**config.mk**
```make
export PLATFORM = sky130hd
export DESIGN_NAME = register_command_decoder_flat
export DESIGN_NICKNAME = d
export VERILOG_FILES = /design/src/rtl/reg_decoder_pkg.sv /design/src/rtl/registers_manager_if.sv /design/src/rtl/reg_decoder_tx_serializer.sv /design/src/rtl/register_command_decoder.sv /design/src/flat_wrapper.sv
export SDC_FILE = /design/constraint.sdc
export NUM_CORES = 1
export LEC_CHECK = 0
export CORE_MARGIN = 4
export CORE_UTILIZATION = 51
export CTS_CLUSTER_SIZE = 16
export DETAILED_ROUTE_END_ITERATION = 6
export HOLD_SLACK_MARGIN = 0.08
export PLACE_DENSITY = 0.95
export REMOVE_ABC_BUFFERS = 1
export SKIP_LAST_GASP = 1
export SLEW_MARGIN = 20
export SYNTH_ARGS = -nofsm -noshare
export SYNTH_HDL_FRONTEND = slang
export SYNTH_SLANG_ARGS = --single-unit
```
**constraint.sdc**
```tcl
create_clock -name clk -period 5.34 [get_ports clk]
set_clock_uncertainty 0.2 [all_clocks]
set_input_delay 1.335 -clock clk [delete_from_list [all_inputs] [get_ports clk]]
set_output_delay 1.335 -clock clk [all_outputs]
set_load 0.005 [all_outputs]
```
**src/rtl/reg_decoder_pkg.sv**
```systemverilog
// reg_decoder_pkg: shared states and protocol constants for the register command decoder
package reg_decoder_pkg;
    typedef enum logic [2:0] {
        IDLE,
        GET_ADDR,
        GET_DATA,
        WR_ISSUE,
        RD_ISSUE,
        RD_WAIT,
        RESP
    } state_t;

    localparam logic [5:0] CMD_SYNC = 6'b010100;
    localparam logic [7:0] RESP_OK  = 8'hA5;
    localparam logic [7:0] RESP_ERR = 8'hEE;
endpackage

```
**src/rtl/registers_manager_if.sv**
```systemverilog
// RegistersManagerInterface: single-transaction register bus between decoder and register manager
interface RegistersManagerInterface #(
    parameter int DATA_LENGTH = 32,
    parameter int ADDRWIDTH   = 8
);
    logic [ADDRWIDTH-1:0]   address;
    logic [DATA_LENGTH-1:0] writeData;
    logic [DATA_LENGTH-1:0] readData;
    logic                   writeEnable;
    logic                   readEnable;
    logic                   writeAdmin;
    logic                   writeAck;

    modport internal (
        output address, writeData, writeEnable, readEnable, writeAdmin,
        input  readData, writeAck
    );

    modport external (
        input  address, writeData, writeEnable, readEnable, writeAdmin,
        output readData, writeAck
    );
endinterface

```
**src/rtl/reg_decoder_tx_serializer.sv**
```systemverilog
// reg_decoder_tx_serializer: parallel load of up to NBYTES bytes, MSB-first valid/ready byte output
module reg_decoder_tx_serializer #(
    parameter int NBYTES = 4
) (
    input  logic                          clk,
    input  logic                          rst,
    input  logic                          load,
    input  logic [NBYTES*8-1:0]           load_data,
    input  logic [$clog2(NBYTES+1)-1:0]   load_len,
    output logic [7:0]                    tx_data,
    output logic                          tx_valid,
    input  logic                          tx_ready,
    output logic                          done
);
    localparam int W  = NBYTES * 8;
    localparam int LW = $clog2(NBYTES + 1);

    logic [W-1:0]  shift_q, shift_d;
    logic [LW-1:0] cnt_q, cnt_d;
    logic          fire;

    assign tx_valid = cnt_q != '0;
    assign tx_data  = shift_q[W-1 -: 8];
    assign fire     = tx_valid && tx_ready;
    assign done     = fire && cnt_q == LW'(1);

    always_comb begin
        shift_d = load ? load_data : fire ? shift_q << 8 : shift_q;
        cnt_d   = load ? load_len : fire ? cnt_q - LW'(1) : cnt_q;
    end

    always_ff @(posedge clk) begin
        if (rst) begin
            shift_q <= '0;
            cnt_q   <= '0;
        end else begin
            shift_q <= shift_d;
            cnt_q   <= cnt_d;
        end
    end
endmodule

```
**src/rtl/register_command_decoder.sv**
```systemverilog
// register_command_decoder: byte-stream command parser driving single register read/write transactions.
// Optional write-ack timeout enabled by defining REG_DECODER_ACK_TIMEOUT_EN.
module register_command_decoder
    import reg_decoder_pkg::*;
#(
    parameter int DATA_LENGTH = 32,
    parameter int ADDRWIDTH   = 8
`ifdef REG_DECODER_ACK_TIMEOUT_EN
    , parameter int ACK_TIMEOUT = 16
`endif
) (
    input  logic                       clk,
    input  logic                       reset,
    input  logic [7:0]                 rxData,
    input  logic                       rxValid,
    output logic                       rxReady,
    output logic [7:0]                 txData,
    output logic                       txValid,
    input  logic                       txReady,
    RegistersManagerInterface.internal regBus,
    output logic                       busy
);
    localparam int NBYTES = DATA_LENGTH / 8;
    localparam int BW     = NBYTES > 1 ? $clog2(NBYTES) : 1;
    localparam int LW     = $clog2(NBYTES + 1);

    state_t                 state_q, state_d;
    logic [ADDRWIDTH-1:0]   address_q, address_d;
    logic [DATA_LENGTH-1:0] write_data_q, write_data_d;
    logic                   write_en_q, write_en_d;
    logic                   read_en_q, read_en_d;
    logic                   admin_q, admin_d;
    logic                   is_wr_q, is_wr_d;
    logic [BW-1:0]          byte_cnt_q, byte_cnt_d;
    logic                   rx_fire;
    logic                   ld;
    logic [DATA_LENGTH-1:0] ld_data;
    logic [LW-1:0]          ld_len;
    logic                   tx_done;
`ifdef REG_DECODER_ACK_TIMEOUT_EN
    localparam int TW = $clog2(ACK_TIMEOUT + 1);
    logic [TW-1:0]          ack_cnt_q, ack_cnt_d;
`endif

    assign rxReady            = state_q inside {IDLE, GET_ADDR, GET_DATA};
    assign busy               = state_q != IDLE;
    assign rx_fire            = rxValid && rxReady;
    assign regBus.address     = address_q;
    assign regBus.writeData   = write_data_q;
    assign regBus.writeEnable = write_en_q;
    assign regBus.readEnable  = read_en_q;
    assign regBus.writeAdmin  = admin_q;

    always_comb begin
        state_d      = state_q;
        address_d    = address_q;
        write_data_d = write_data_q;
        write_en_d   = write_en_q;
        read_en_d    = 1'b0;
        admin_d      = admin_q;
        is_wr_d      = is_wr_q;
        byte_cnt_d   = byte_cnt_q;
        ld           = 1'b0;
        ld_data      = '0;
        ld_len       = '0;
`ifdef REG_DECODER_ACK_TIMEOUT_EN
        ack_cnt_d    = '0;
`endif
        case (state_q)
            IDLE: if (rx_fire) begin
                if (rxData[7:2] == CMD_SYNC) begin
                    state_d = GET_ADDR;
                    admin_d = rxData[1];
                    is_wr_d = rxData[0];
                end else begin
                    ld      = 1'b1;
                    ld_data = DATA_LENGTH'(RESP_ERR) << (DATA_LENGTH - 8);
                    ld_len  = LW'(1);
                    state_d = RESP;
                end
            end
            GET_ADDR: if (rx_fire) begin
                address_d  = rxData[ADDRWIDTH-1:0];
                byte_cnt_d = '0;
                state_d    = is_wr_q ? GET_DATA : RD_ISSUE;
                read_en_d  = !is_wr_q;
            end
            GET_DATA: if (rx_fire) begin
                write_data_d = (write_data_q << 8) | DATA_LENGTH'(rxData);
                if (byte_cnt_q == BW'(NBYTES - 1)) begin
                    byte_cnt_d = '0;
                    write_en_d = 1'b1;
                    state_d    = WR_ISSUE;
                end else begin
                    byte_cnt_d = byte_cnt_q + BW'(1);
                end
            end
            WR_ISSUE: if (regBus.writeAck) begin
                write_en_d = 1'b0;
                ld         = 1'b1;
                ld_data    = DATA_LENGTH'(RESP_OK) << (DATA_LENGTH - 8);
                ld_len     = LW'(1);
                state_d    = RESP;
            end
`ifdef REG_DECODER_ACK_TIMEOUT_EN
            else if (ack_cnt_q == TW'(ACK_TIMEOUT - 1)) begin
                write_en_d = 1'b0;
                ld         = 1'b1;
                ld_data    = DATA_LENGTH'(RESP_ERR) << (DATA_LENGTH - 8);
                ld_len     = LW'(1);
                state_d    = RESP;
            end else begin
                ack_cnt_d  = ack_cnt_q + TW'(1);
            end
`endif
            RD_ISSUE: state_d = RD_WAIT;
            // readData is valid exactly one cycle after the readEnable pulse
            RD_WAIT: begin
                ld      = 1'b1;
                ld_data = regBus.readData;
                ld_len  = LW'(NBYTES);
                state_d = RESP;
            end
            RESP: if (tx_done) begin
                admin_d = 1'b0;
                state_d = IDLE;
            end
            default: state_d = IDLE;
        endcase
    end

    always_ff @(posedge clk) begin
        if (reset) begin
            state_q      <= IDLE;
            address_q    <= '0;
            write_data_q <= '0;
            write_en_q   <= 1'b0;
            read_en_q    <= 1'b0;
            admin_q      <= 1'b0;
            is_wr_q      <= 1'b0;
            byte_cnt_q   <= '0;
        end else begin
            state_q      <= state_d;
            address_q    <= address_d;
            write_data_q <= write_data_d;
            write_en_q   <= write_en_d;
            read_en_q    <= read_en_d;
            admin_q      <= admin_d;
            is_wr_q      <= is_wr_d;
            byte_cnt_q   <= byte_cnt_d;
        end
    end

`ifdef REG_DECODER_ACK_TIMEOUT_EN
    always_ff @(posedge clk) begin
        if (reset) ack_cnt_q <= '0;
        else       ack_cnt_q <= ack_cnt_d;
    end
`endif

    reg_decoder_tx_serializer #(.NBYTES(NBYTES)) u_tx (
        .clk       (clk),
        .rst       (reset),
        .load      (ld),
        .load_data (ld_data),
        .load_len  (ld_len),
        .tx_data   (txData),
        .tx_valid  (txValid),
        .tx_ready  (txReady),
        .done      (tx_done)
    );
endmodule

```
**src/flat_wrapper.sv**
```systemverilog
// flat-port wrapper written by rule: the top's interface ports become plain ports
module register_command_decoder_flat import reg_decoder_pkg::*;
#(
    parameter int DATA_LENGTH = 32,
    parameter int ADDRWIDTH   = 8

)
  (clk, reset, rxData, rxValid, rxReady, txData, txValid, txReady, busy, regBus_address, regBus_writeData, regBus_writeEnable, regBus_readEnable, regBus_writeAdmin, regBus_readData, regBus_writeAck);
  RegistersManagerInterface #(.DATA_LENGTH(DATA_LENGTH), .ADDRWIDTH(ADDRWIDTH)) regBus_i ();
  input  logic clk;
  input  logic reset;
  input  logic [7:0] rxData;
  input  logic rxValid;
  output logic rxReady;
  output logic [7:0] txData;
  output logic txValid;
  input  logic txReady;
  output logic busy;
  output wire logic [$bits(regBus_i.address)-1:0] regBus_address;
  output wire logic [$bits(regBus_i.writeData)-1:0] regBus_writeData;
  output wire logic [$bits(regBus_i.writeEnable)-1:0] regBus_writeEnable;
  output wire logic [$bits(regBus_i.readEnable)-1:0] regBus_readEnable;
  output wire logic [$bits(regBus_i.writeAdmin)-1:0] regBus_writeAdmin;
  input wire logic [$bits(regBus_i.readData)-1:0] regBus_readData;
  input wire logic [$bits(regBus_i.writeAck)-1:0] regBus_writeAck;
  assign regBus_address = regBus_i.address;
  assign regBus_writeData = regBus_i.writeData;
  assign regBus_writeEnable = regBus_i.writeEnable;
  assign regBus_readEnable = regBus_i.readEnable;
  assign regBus_writeAdmin = regBus_i.writeAdmin;
  assign regBus_i.readData = regBus_readData;
  assign regBus_i.writeAck = regBus_writeAck;
  register_command_decoder #(.DATA_LENGTH(DATA_LENGTH), .ADDRWIDTH(ADDRWIDTH)) u_core (.clk(clk), .reset(reset), .rxData(rxData), .rxValid(rxValid), .rxReady(rxReady), .txData(txData), .txValid(txValid), .txReady(txReady), .regBus(regBus_i), .busy(busy));
endmodule
```
==> impl_metrics.json <==
{
  "drive_gt1_share_pct": 5.788,
  "start_util_pct": 52.62,
  "finalSetupTns_ns": 0,
  "root_buffer": "clkbuf_8",
  "gp_congestion": 0.8007,
  "yosys_warnings": 0,
  "io_buffers": 98,
  "clkTransAtPathRegs_ns": 0.09,
  "cp_max_fo": 22,
  "cts_buffer_depth": 2,
  "cap_violations": 0,
  "async_reset_ff_share_pct": 0,
  "nFillCells": 498,
  "grt_pass1_vias": 3076,
  "yosys.area.top_type": "dfxtp_1",
  "num_rows": 30,
  "grt_pass1_wl_um": 14540,
  "worstReg2RegStart": "u_core.u_tx.cnt_q[0]",
  "clock_latency_ns": 0.36,
  "htreeDepth": 3,
  "post-cts-setup-buffer-count": 0,
  "ios": 99,
  "crit_start": "rxData[7]",
  "drcViolationCount": 0,
  "dr.pass1.iters": 5,
  "synth_seq_cells": 84,
  "hold_ws_ns": 0.2590,
  "track_usage_pct": 21.11,
  "synth.top_cell.area_share_pct": 47.04,
  "core_area_um2": 6794,
  "synthCells": 420,
  "via_per_inst": 5.561,
  "vias": 3320,
  "cts_hold_buf": 0,
  "cp-start-kind": "primary input",
  "dieWidth_um": 91.72,
  "ys_types": 52,
  "rsz0062_at_grt": "no",
  "wl_per_cell_um": 15.47,
  "cp.arrival_ns": 3.98,
  "synth.area.top_cells": "dfxtp_1 47%, nand2_1 11%, a21oi_1 6.6%",
  "n_antenna_cell": 0,
  "end_kind": "flip-flop",
  "post-route-min-period_ns": 3.936,
  "cp-endpoint": "u_core.u_tx.shift_q[27]",
  "status": "finished, final reports clean",
  "dp_hpwl_um": 6545,
  "period_share_pct": 73.71,
  "p_leak_nw": 1.689,
  "layout.cells.non_filler": 597,
  "rr_worst_depth": 7,
  "rr_endpoint": "u_core.u_tx.shift_q[27]",
  "slew_viol_final": 0,
  "overflow": 0,
  "synth_edf_count": 0,
  "dieArea_um2": 8413,
  "worstHoldStart": "u_core.regBus.writeData[29]",
  "cts_num_sinks": 84,
  "yosysSeqAreaShare_pct": 47.04,
  "cts.repair.resized": 0,
  "grt_max_degree": 61,
  "cts_tree": "done",
  "wirelength_um": 9233,
  "syn_avg_cell_area_um2": 8.511,
  "required_ns": 5.39,
  "relSlewSlack_pct": 31.74,
  "fmax_ghz": 0.2540,
  "critPathKind": "primary input to flip-flop",
  "die_h_um": 91.72,
  "power_density_nw_per_um2": 449.5,
  "ant_nets": 0,
  "finalNetCount": 545,
  "place_ws_ns": 1.015,
  "finalWorstSetupSlack_ns": 1.404,
  "drtIter0Drc": 222,
  "antenna_found_initial": 0,
  "tightestPinTransition_ns": 1.021,
  "synthTopCellsByCount": "107 x nand2_1, 84 x dfxtp_1, 47 x a21oi_1",
  "dp_cells": 581,
  "synth_flop_cell": "dfxtp_1",
  "min_path_type": "flip-flop to flip-flop",
  "synth.most_common_cell": "nand2_1",
  "vdd_drop_max_mv": 0.2539,
  "area_delta_synth_final_pct": 32.45,
  "numCtsBuffers": 9,
  "finalHoldViolCount": 0,
  "r2r_slack_ns": 2.46,
  "synth.cell_area_um2": 3575,
  "setup_viol": 0
}
## cell type report
cell class              instances  area, um2  share of cell area (%)
well taps                      96      120.1                   2.537
inverters                       7      26.28                  0.5550
repair buffers                101      998.5                   21.09
clock buffers                  11      141.4                   2.986
flip-flops and latches         84       1682                   35.52
multi-input cells             293       1683                   35.54
clock inverters                 5      83.83                   1.771
## power by group
part / total [mW] / internal [mW] / switching (mW)
Sequential: 0.869 / 0.754 / 0.114
Clock: 0.508 / 0.278 / 0.230
Combinational: 0.751 / 0.373 / 0.378
Total: 2.13 / 1.41 / 0.723
## flip-flops by register name (all words and copies together), names as in the netlist
signal / count
u_core.byte_cnt_q: 2
u_core.is_wr_q: 1
u_core.regBus.address: 8
u_core.regBus.readEnable: 1
u_core.regBus.writeAdmin: 1
u_core.regBus.writeData: 32
u_core.regBus.writeEnable: 1
u_core.state_q: 3
u_core.u_tx.cnt_q: 3
u_core.u_tx.shift_q: 32
## logic make-up after synthesis
group	count (synthesis)	synth area share (%)
flip-flops	84	47.04
buffers and inverters	43	6.020
multiplexers	6	1.715
AO/OA/AOI/OAI	126	23.94
AND/OR/NAND/NOR	157	19.88
adder cells (fa/ha/maj)	4	1.400
## worst min path at each step
stage	slack, ns	depth (start not counted)	to
final	0.26	2	u_core.regBus.writeData[29]
after floorplan	0.23	1	u_core.regBus.readEnable
after global routing	0.28	2	u_core.regBus.writeData[25]
after detailed placement	0.25	2	u_core.regBus.writeData[29]
after CTS	0.26	2	u_core.regBus.writeData[29]
after global placement	0.24	2	u_core.regBus.writeData[27]
## layout by cell type, fill, tap and decap left out, types with 3 or more instances in the layout
cell	count
o21ai_0	8
buf_4	3
a2bb2oi_1	17
o211ai_1	17
nor2_1	13
clkdlybuf4s50_1	97
clkbuf_8	10
a22o_1	9
dfxtp_1	84
a21oi_1	47
nor2b_1	4
nand2b_1	4
inv_1	7
and3_1	5
nand2_1	107
nand3_1	3
a211oi_1	5
mux2i_1	5
ha_1	4
o22ai_1	6
nor3_1	3
## layer usage
metal  part of all wire [%]  track usage [%]  wire length [um]  up-vias
met1                     44            28.40              4106     1532
met2                     46            34.14              4265      146
met5                      0                0                 0        -
met3                    8.3            5.004               763       11
met4                    1.1            5.446                98        0
li1                       -                -                 -     1631
## stage by stage
stage | cell area (um2) | utilization (%) | total power [mW]
CTS | 4735 | 69.69 | 2.127
floorplan | 3386 | - | 1.320
finish | 4735 | 69.69 | 2.128
global placement | 4509 | 66.37 | 1.589
global route | 4735 | 69.69 | 2.244
detailed placement | 4509 | 66.37 | 1.625
## critical path, cell delays in order
cell	delay (ns)
clkdlybuf4s50_1	0.46
or4b_4	0.59
o21ai_2	0.72
nand3_2	0.51
o22a_1	0.36
No activity file was read; power rests on OpenSTA's default activity.
